`src/rtl/vote_pkg.sv`:
```
// Shared types and constants for the vote controller: state encoding, candidate
// count, counter/ballot widths and small button-decoding helpers.
package vote_pkg;

    localparam int NUM_CAND  = 4;
    localparam int CNT_W_DEF = 8;
    localparam int BALLOT_W  = 16;

    typedef enum logic [2:0] {
        ST_IDLE,
        ST_OPEN,
        ST_BALLOT,
        ST_CAST,
        ST_CLOSED,
        ST_TALLY,
        ST_RESULT
    } state_t;

    function automatic logic [2:0] btn_count(input logic [NUM_CAND-1:0] b);
        logic [2:0] n;
        n = '0;
        for (int i = 0; i < NUM_CAND; i++) begin
            n = n + 3'(b[i]);
        end
        return n;
    endfunction

    // Only meaningful when exactly one bit is set.
    function automatic logic [1:0] onehot_index(input logic [NUM_CAND-1:0] b);
        logic [1:0] r;
        r = '0;
        for (int i = 0; i < NUM_CAND; i++) begin
            if (b[i]) begin
                r = 2'(i);
            end
        end
        return r;
    endfunction

endpackage

```
`src/rtl/vote_controller_if.sv`:
```
// Poll/ballot bus between the voting panel (master) and the vote controller (slave).
interface vote_controller_if
    import vote_pkg::*;
#(
    parameter int CNT_W = CNT_W_DEF
) ();

    logic                      open_poll;
    logic                      close_poll;
    logic                      voter_auth;
    logic [NUM_CAND-1:0]       btn;
    logic [NUM_CAND*CNT_W-1:0] count_in;
    logic [NUM_CAND-1:0]       vv;
    logic                      mode;
    logic                      ballot_ready;
    logic                      reject;
    logic [BALLOT_W-1:0]       ballots;
    logic [1:0]                winner;
    logic                      tie;
    logic                      result_valid;

    modport master (
        output open_poll, close_poll, voter_auth, btn, count_in,
        input  vv, mode, ballot_ready, reject, ballots, winner, tie, result_valid
    );

    modport slave (
        input  open_poll, close_poll, voter_auth, btn, count_in,
        output vv, mode, ballot_ready, reject, ballots, winner, tie, result_valid
    );

endinterface

```
`src/rtl/vote_tally.sv`:
```
// Sequential max/tie scanner: after a start pulse, visits one candidate per cycle
// and pulses done with the leading index and tie flag after the last one.
module vote_tally
    import vote_pkg::*;
#(
    parameter int CNT_W = CNT_W_DEF
) (
    input  logic                      clock,
    input  logic                      reset,
    input  logic                      start,
    input  logic [NUM_CAND*CNT_W-1:0] count_in,
    output logic                      done,
    output logic [1:0]                winner,
    output logic                      tie
);

    logic [CNT_W-1:0] cand [NUM_CAND];
    logic [CNT_W-1:0] cur;
    logic             busy_reg;
    logic [1:0]       idx_reg;
    logic [CNT_W-1:0] max_reg;
    logic [1:0]       winner_reg;
    logic             tie_reg;
    logic             done_reg;

    for (genvar gi = 0; gi < NUM_CAND; gi++) begin : g_cand
        assign cand[gi] = count_in[gi*CNT_W +: CNT_W];
    end

    assign cur = cand[idx_reg];

    always_ff @(posedge clock) begin
        if (!reset) begin
            busy_reg   <= 1'b0;
            idx_reg    <= '0;
            max_reg    <= '0;
            winner_reg <= '0;
            tie_reg    <= 1'b0;
            done_reg   <= 1'b0;
        end else begin
            done_reg <= 1'b0;
            if (start) begin
                busy_reg <= 1'b1;
                idx_reg  <= '0;
            end else if (busy_reg) begin
                // Lower index keeps the lead on equality; a later strict max clears tie.
                if (idx_reg == 2'd0) begin
                    max_reg    <= cur;
                    winner_reg <= 2'd0;
                    tie_reg    <= 1'b0;
                end else if (cur > max_reg) begin
                    max_reg    <= cur;
                    winner_reg <= idx_reg;
                    tie_reg    <= 1'b0;
                end else if (cur == max_reg) begin
                    tie_reg <= 1'b1;
                end
                if (idx_reg == 2'(NUM_CAND-1)) begin
                    busy_reg <= 1'b0;
                    done_reg <= 1'b1;
                end
                idx_reg <= idx_reg + 2'd1;
            end
        end
    end

    assign done   = done_reg;
    assign winner = winner_reg;
    assign tie    = tie_reg;

endmodule

```
`src/rtl/vote_controller.sv`:
```
// Voting session FSM: poll open/close, ballot validation with counter saturation
// guard, and tally/result hand-off. Optional ballot timeout under VOTE_TIMEOUT_EN.
module vote_controller
    import vote_pkg::*;
#(
    parameter int CNT_W          = CNT_W_DEF,
    parameter int TIMEOUT_CYCLES = 255
) (
    input  logic              clock,
    input  logic              reset,
    vote_controller_if.slave  bus
);

    state_t               state_reg;
    logic [NUM_CAND-1:0]  vv_reg;
    logic                 mode_reg;
    logic                 ready_reg;
    logic                 reject_reg;
    logic [BALLOT_W-1:0]  ballots_reg;
    logic [1:0]           winner_reg;
    logic                 tie_reg;
    logic                 rv_reg;

    logic [CNT_W-1:0]     cand [NUM_CAND];
    logic [2:0]           btn_n;
    logic [1:0]           sel_idx;
    logic                 sel_full;
    logic                 timeout;
    logic                 tally_start;
    logic                 tally_done;
    logic [1:0]           tally_winner;
    logic                 tally_tie;

    for (genvar gi = 0; gi < NUM_CAND; gi++) begin : g_cand
        assign cand[gi] = bus.count_in[gi*CNT_W +: CNT_W];
    end

    assign btn_n       = btn_count(bus.btn);
    assign sel_idx     = onehot_index(bus.btn);
    assign sel_full    = (cand[sel_idx] == {CNT_W{1'b1}});
    assign tally_start = (state_reg == ST_CLOSED);

`ifdef VOTE_TIMEOUT_EN
    localparam int TMR_W = $clog2(TIMEOUT_CYCLES + 1);
    logic [TMR_W-1:0] timer_reg;

    // Counts cycles spent in BALLOT; cleared whenever the FSM is elsewhere.
    always_ff @(posedge clock) begin
        if (!reset || state_reg != ST_BALLOT) begin
            timer_reg <= '0;
        end else begin
            timer_reg <= timer_reg + 1'b1;
        end
    end

    assign timeout = (state_reg == ST_BALLOT) && (timer_reg == TMR_W'(TIMEOUT_CYCLES - 1));
`else
    assign timeout = 1'b0;
`endif

    vote_tally #(.CNT_W(CNT_W)) u_tally (
        .clock    (clock),
        .reset    (reset),
        .start    (tally_start),
        .count_in (bus.count_in),
        .done     (tally_done),
        .winner   (tally_winner),
        .tie      (tally_tie)
    );

    always_ff @(posedge clock) begin
        if (!reset) begin
            state_reg   <= ST_IDLE;
            vv_reg      <= '0;
            mode_reg    <= 1'b1;
            ready_reg   <= 1'b0;
            reject_reg  <= 1'b0;
            ballots_reg <= '0;
            winner_reg  <= '0;
            tie_reg     <= 1'b0;
            rv_reg      <= 1'b0;
        end else begin
            vv_reg     <= '0;
            reject_reg <= 1'b0;
            case (state_reg)
                ST_IDLE: begin
                    if (bus.open_poll) begin
                        state_reg   <= ST_OPEN;
                        mode_reg    <= 1'b0;
                        ballots_reg <= '0;
                    end
                end
                ST_OPEN: begin
                    if (bus.close_poll) begin
                        state_reg <= ST_CLOSED;
                        mode_reg  <= 1'b1;
                    end else if (bus.voter_auth) begin
                        state_reg <= ST_BALLOT;
                        ready_reg <= 1'b1;
                    end
                end
                ST_BALLOT: begin
                    // close_poll is not looked at here; OPEN picks it up afterwards.
                    if (btn_n == 3'd1) begin
                        ready_reg <= 1'b0;
                        if (sel_full) begin
                            reject_reg <= 1'b1;
                            state_reg  <= ST_OPEN;
                        end else begin
                            vv_reg    <= bus.btn;
                            state_reg <= ST_CAST;
                            if (ballots_reg != {BALLOT_W{1'b1}}) begin
                                ballots_reg <= ballots_reg + 1'b1;
                            end
                        end
                    end else if (btn_n > 3'd1) begin
                        reject_reg <= 1'b1;
                    end else if (timeout) begin
                        reject_reg <= 1'b1;
                        ready_reg  <= 1'b0;
                        state_reg  <= ST_OPEN;
                    end
                end
                ST_CAST: begin
                    state_reg <= ST_OPEN;
                end
                ST_CLOSED: begin
                    state_reg <= ST_TALLY;
                end
                ST_TALLY: begin
                    if (tally_done) begin
                        state_reg  <= ST_RESULT;
                        winner_reg <= tally_winner;
                        tie_reg    <= tally_tie;
                        rv_reg     <= 1'b1;
                    end
                end
                ST_RESULT: begin
                    if (bus.open_poll) begin
                        state_reg   <= ST_OPEN;
                        mode_reg    <= 1'b0;
                        ballots_reg <= '0;
                        rv_reg      <= 1'b0;
                    end
                end
                default: begin
                    state_reg <= ST_IDLE;
                    mode_reg  <= 1'b1;
                    ready_reg <= 1'b0;
                    rv_reg    <= 1'b0;
                end
            endcase
        end
    end

    assign bus.vv           = vv_reg;
    assign bus.mode         = mode_reg;
    assign bus.ballot_ready = ready_reg;
    assign bus.reject       = reject_reg;
    assign bus.ballots      = ballots_reg;
    assign bus.winner       = winner_reg;
    assign bus.tie          = tie_reg;
    assign bus.result_valid = rv_reg;

endmodule

```
`src/flat_wrapper.sv`:
```
// flat-port wrapper written by rule: the top's interface ports become plain ports
module vote_controller_flat import vote_pkg::*;
#(
    parameter int CNT_W          = CNT_W_DEF,
    parameter int TIMEOUT_CYCLES = 255
)
  (clock, reset, bus_open_poll, bus_close_poll, bus_voter_auth, bus_btn, bus_count_in, bus_vv, bus_mode, bus_ballot_ready, bus_reject, bus_ballots, bus_winner, bus_tie, bus_result_valid);
  vote_controller_if #(.CNT_W(CNT_W)) bus_i ();
  input  logic clock;
  input  logic reset;
  input wire logic [$bits(bus_i.open_poll)-1:0] bus_open_poll;
  input wire logic [$bits(bus_i.close_poll)-1:0] bus_close_poll;
  input wire logic [$bits(bus_i.voter_auth)-1:0] bus_voter_auth;
  input wire logic [$bits(bus_i.btn)-1:0] bus_btn;
  input wire logic [$bits(bus_i.count_in)-1:0] bus_count_in;
  output wire logic [$bits(bus_i.vv)-1:0] bus_vv;
  output wire logic [$bits(bus_i.mode)-1:0] bus_mode;
  output wire logic [$bits(bus_i.ballot_ready)-1:0] bus_ballot_ready;
  output wire logic [$bits(bus_i.reject)-1:0] bus_reject;
  output wire logic [$bits(bus_i.ballots)-1:0] bus_ballots;
  output wire logic [$bits(bus_i.winner)-1:0] bus_winner;
  output wire logic [$bits(bus_i.tie)-1:0] bus_tie;
  output wire logic [$bits(bus_i.result_valid)-1:0] bus_result_valid;
  assign bus_i.open_poll = bus_open_poll;
  assign bus_i.close_poll = bus_close_poll;
  assign bus_i.voter_auth = bus_voter_auth;
  assign bus_i.btn = bus_btn;
  assign bus_i.count_in = bus_count_in;
  assign bus_vv = bus_i.vv;
  assign bus_mode = bus_i.mode;
  assign bus_ballot_ready = bus_i.ballot_ready;
  assign bus_reject = bus_i.reject;
  assign bus_ballots = bus_i.ballots;
  assign bus_winner = bus_i.winner;
  assign bus_tie = bus_i.tie;
  assign bus_result_valid = bus_i.result_valid;
  vote_controller #(.CNT_W(CNT_W), .TIMEOUT_CYCLES(TIMEOUT_CYCLES)) u_core (.clock(clock), .reset(reset), .bus(bus_i));
endmodule
```
`config.mk`:
```
export PLATFORM = sky130hd
export DESIGN_NAME = vote_controller_flat
export DESIGN_NICKNAME = d
export VERILOG_FILES = /design/src/rtl/vote_pkg.sv /design/src/rtl/vote_controller_if.sv /design/src/rtl/vote_tally.sv /design/src/rtl/vote_controller.sv /design/src/flat_wrapper.sv
export SDC_FILE = /design/constraint.sdc
export NUM_CORES = 1
export LEC_CHECK = 0
export CAP_MARGIN = 20
export CORE_MARGIN = 5
export CORE_UTILIZATION = 30
export CTS_CLUSTER_SIZE = 20
export DETAILED_ROUTE_END_ITERATION = 16
export PLACE_DENSITY = 0.59
export SLEW_MARGIN = 20
export SYNTH_ARGS = -nofsm -noshare
export SYNTH_HDL_FRONTEND = slang
export SYNTH_HIERARCHICAL = 1
export SYNTH_SLANG_ARGS = --single-unit
```
`constraint.sdc`:
```
create_clock -name clock -period 4 [get_ports clock]
set_input_delay 1.2 -clock clock [delete_from_list [all_inputs] [get_ports clock]]
set_output_delay 1.2 -clock clock [all_outputs]
set_load 0.005 [all_outputs]
```
==> metrics.yaml <==
status: "completed"
seq_area_um2: 901
crit_family: "simple AND/OR/NAND/NOR gates"
finalMaxSlewViolations: 0
drive_gt1_share_pct: 11.6
wire_per_inst_um: 14.8
crit_path_start_kind: "input port"
synth.yosys.seq_area_share_pct: 32.0
clock.fmax_mhz: 267
port_buffers: 67
r2r-start: "u_core/u_tally/idx_reg[0]"
synth_top_area_share_pct: 32.0
dieArea_mm2: 0.0114
largest_register_ff_count: 16
ios: 68
leakagePower_nw: 1.42
nets: 461
antenna_found_initial: 0
crit_top_cell: "inv_1"
final_hold_viol_count: 0
synth.area.top_cells: "dfxtp_1 32%, mux4_2 6.4%, ha_1 6.2%"
synth.avg_cell_area_um2: 8.69
hold_path_class: "register to register"
cts_tree: "yes"
grt_pass1_wl_um: 13100
reg2reg_slack_ns: 0.95
yosysWarnings: 6
die_y_um: 107
skew_ns: 0.0109
clock-sinks: 45
critical_path_class: "input port to register"
path_clk_slew_ns: 0.09
hold-worst-slack_ns: 0.465
clk_path_buf_depth: 2
route.vias.total: 2715
p_total_mw: 1.34
period_share_pct: 93.6
areaGrowthSynthToFinish_pct: 35.9
vias_per_cell: 5.26
wl_um: 7660
endpoint_kind: "register"
async_reset_ff_share_pct: 0
setup_slack_ns: 0.255
multi_input_area_mm2: 0.00177
clock_latency_ns: 0.30
drt_iter0_markers: 89
yosysMostFrequentCell: "dfxtp_1"
ant_nets: 0
crit_slowest_cell: "fa_1"
cpPeakStageDelay_ns: 0.53
yosysTopAreaCell: "dfxtp_1"
startpoint: "bus_btn[0]"
synth_fp_nets: 381
setup_viol: 0
rsz0062_at_grt: "no"
period_minus_slack_ns: 3.74
core-area_mm2: 0.00920
crit_fanout: 4
yosysUniqueCellTypes: 59
cp.depth: 13
initial_core_util_pct: 30.6
grt_pass1_vias: 2819
dr.pass1.iters: 4
root_buffer: "clkbuf_8"
htree_levels: 2
die_w_um: 107
reg2reg_depth: 6
tightest_slew_ns: 0.729
max_cap_viol_count: 0
syn_area_mm2: 0.00282
num_antenna_cells: 0
num_rows: 35
worstSetupEndpoint: "u_core/bus.ballots[5]"
dp_slack_ns: -0.350
ys_ff_latch: 45
slew_headroom_pct: 51.3
drc: 0
peakVddDrop_uv: 138
synth_ff_type: "dfxtp_1"
reg2reg_to: "u_core/u_tally/winner[1]"
n_fill_cell: 941
gr-usage-all-layers_pct: 14.1
synth_common_cells: "45 x dfxtp_1, 35 x nand2_1, 22 x inv_1, 22 x nor2_1, 16 x nand3_1"
grt-ovfl-total: 0
grt_max_degree: 34
synth_edf_count: 0
syn_inst: 324
cts_buffers: 5
powerDensity_mw_per_mm2: 349
cp.required_ns: 4.20
path_cells: "dlygate4sd2_1 -> inv_1 -> fa_1 -> inv_1 -> ha_1 -> inv_1 -> ha_1 -> or3b_4 -> nor3_4 -> o211a_4 -> nand2_4 -> or3_1 -> a32o_1"
dp_hpwl_um: 6010
path_buf_inv: 4
gp_congestion: 0.867
crit_arrival_ns: 3.95
==> report_power, final <==
group / switching (mW) / leakage (nW) / internal [mW]
registers: 0.0673 / 0.363 / 0.478
clock network: 0.152 / 0.0585 / 0.204
logic: 0.207 / 1.00 / 0.228
total: 0.427 / 1.42 / 0.909
==> metrics by stage <==
step | util, % | std cells | cell area (um^2) | setup TNS (ns)
4_1_cts | 41.5 | 516 | 3820 | 0
3_3_place_gp | 40.1 | 506 | 3690 | -3.85
5_1_grt | 41.6 | 516 | 3820 | 0
2_1_floorplan | - | 324 | 2820 | 0
6_report | 41.6 | 516 | 3820 | 0
3_5_place_dp | 40.1 | 506 | 3690 | -4.09
==> final cells by class <==
cell class | count | area share (%)
Clock inverter | 1 | 0.785
Tap cell | 111 | 3.63
Multi-Input combinational cell | 243 | 46.3
Sequential cell | 45 | 23.6
Timing Repair Buffer | 86 | 21.3
Clock buffer | 7 | 2.26
Inverter | 23 | 2.26
==> tightest hold or removal path, delay by kind of cell, from the launching register on <==
kind             cells  cell delay (ns)
DFF                  1             0.31
and+or+nand+nor      1             0.05
muxes                1             0.05
==> layout by cell type, fill, tap and decap left out, types with 8 or more instances in the layout <==
| cell type | netlist | routed |
|---|---|---|
| o21ai_1 | 8 | 8 |
| mux4_2 | 8 | 8 |
| inv_1 | 22 | 21 |
| nand3_1 | 16 | 15 |
| and3_1 | 9 | 9 |
| buf_4 | 1 | 19 |
| nor2_1 | 22 | 22 |
| ha_1 | 14 | 14 |
| a21oi_1 | 13 | 13 |
| nand2_1 | 35 | 35 |
| dfxtp_1 | 45 | 45 |
| clkdlybuf4s50_1 | 0 | 64 |
| nand4_1 | 15 | 15 |
| mux2i_1 | 14 | 14 |
==> how the worst min path moves through the flow <==
stage	start	end	slack [ns]	cells after the start
final	u_core/u_tally/max_reg[3]	u_core/u_tally/max_reg[3]	0.47	2
after global routing	u_core/u_tally/max_reg[6]	u_core/u_tally/max_reg[6]	0.49	2
after CTS	u_core/u_tally/max_reg[6]	u_core/u_tally/max_reg[6]	0.46	2
after detailed placement	u_core/u_tally/max_reg[6]	u_core/u_tally/max_reg[6]	0.45	2
after global placement	u_core/u_tally/max_reg[4]	u_core/u_tally/max_reg[4]	0.44	2
after floorplan	u_core/u_tally/max_reg[1]	u_core/u_tally/max_reg[1]	0.43	2
==> repair_timing <==
item                                    4_1_cts  5_1_grt
resized for setup                             2        4
hold endpoints to repair                      0        0
endpoints found under the setup margin        1       16
setup buffers                                 2        0
pin swaps                                     2        3
hold buffers                                  0        0
==> per-layer routing <==
| layer | part of all wire [%] | global-route usage, % | up-vias |
|---|---|---|---|
| met3 | 6.2 | 3.91 | 14 |
| met2 | 47 | 23.6 | 84 |
| li1 | - | - | 1358 |
| met5 | 0 | 0 | - |
| met4 | 1.9 | 4.20 | 0 |
| met1 | 45 | 17.8 | 1259 |
==> kinds of logic (layout without fill, tap and decap cells) <==
logic type                 after synthesis  after routing  synth area share [%]
and+or+nand+nor                        143            143                  27.9
xor gates and xnor gates                 1              1                 0.311
adders and majority gates               16             16                  7.64
DFF                                     45             45                  32.0
AOI/OAI and AO/OA                       61             61                  15.4
muxes                                   22             22                  11.4
buffers and inverters                   36            117                  5.38
(Power assumes the default switching activity.)
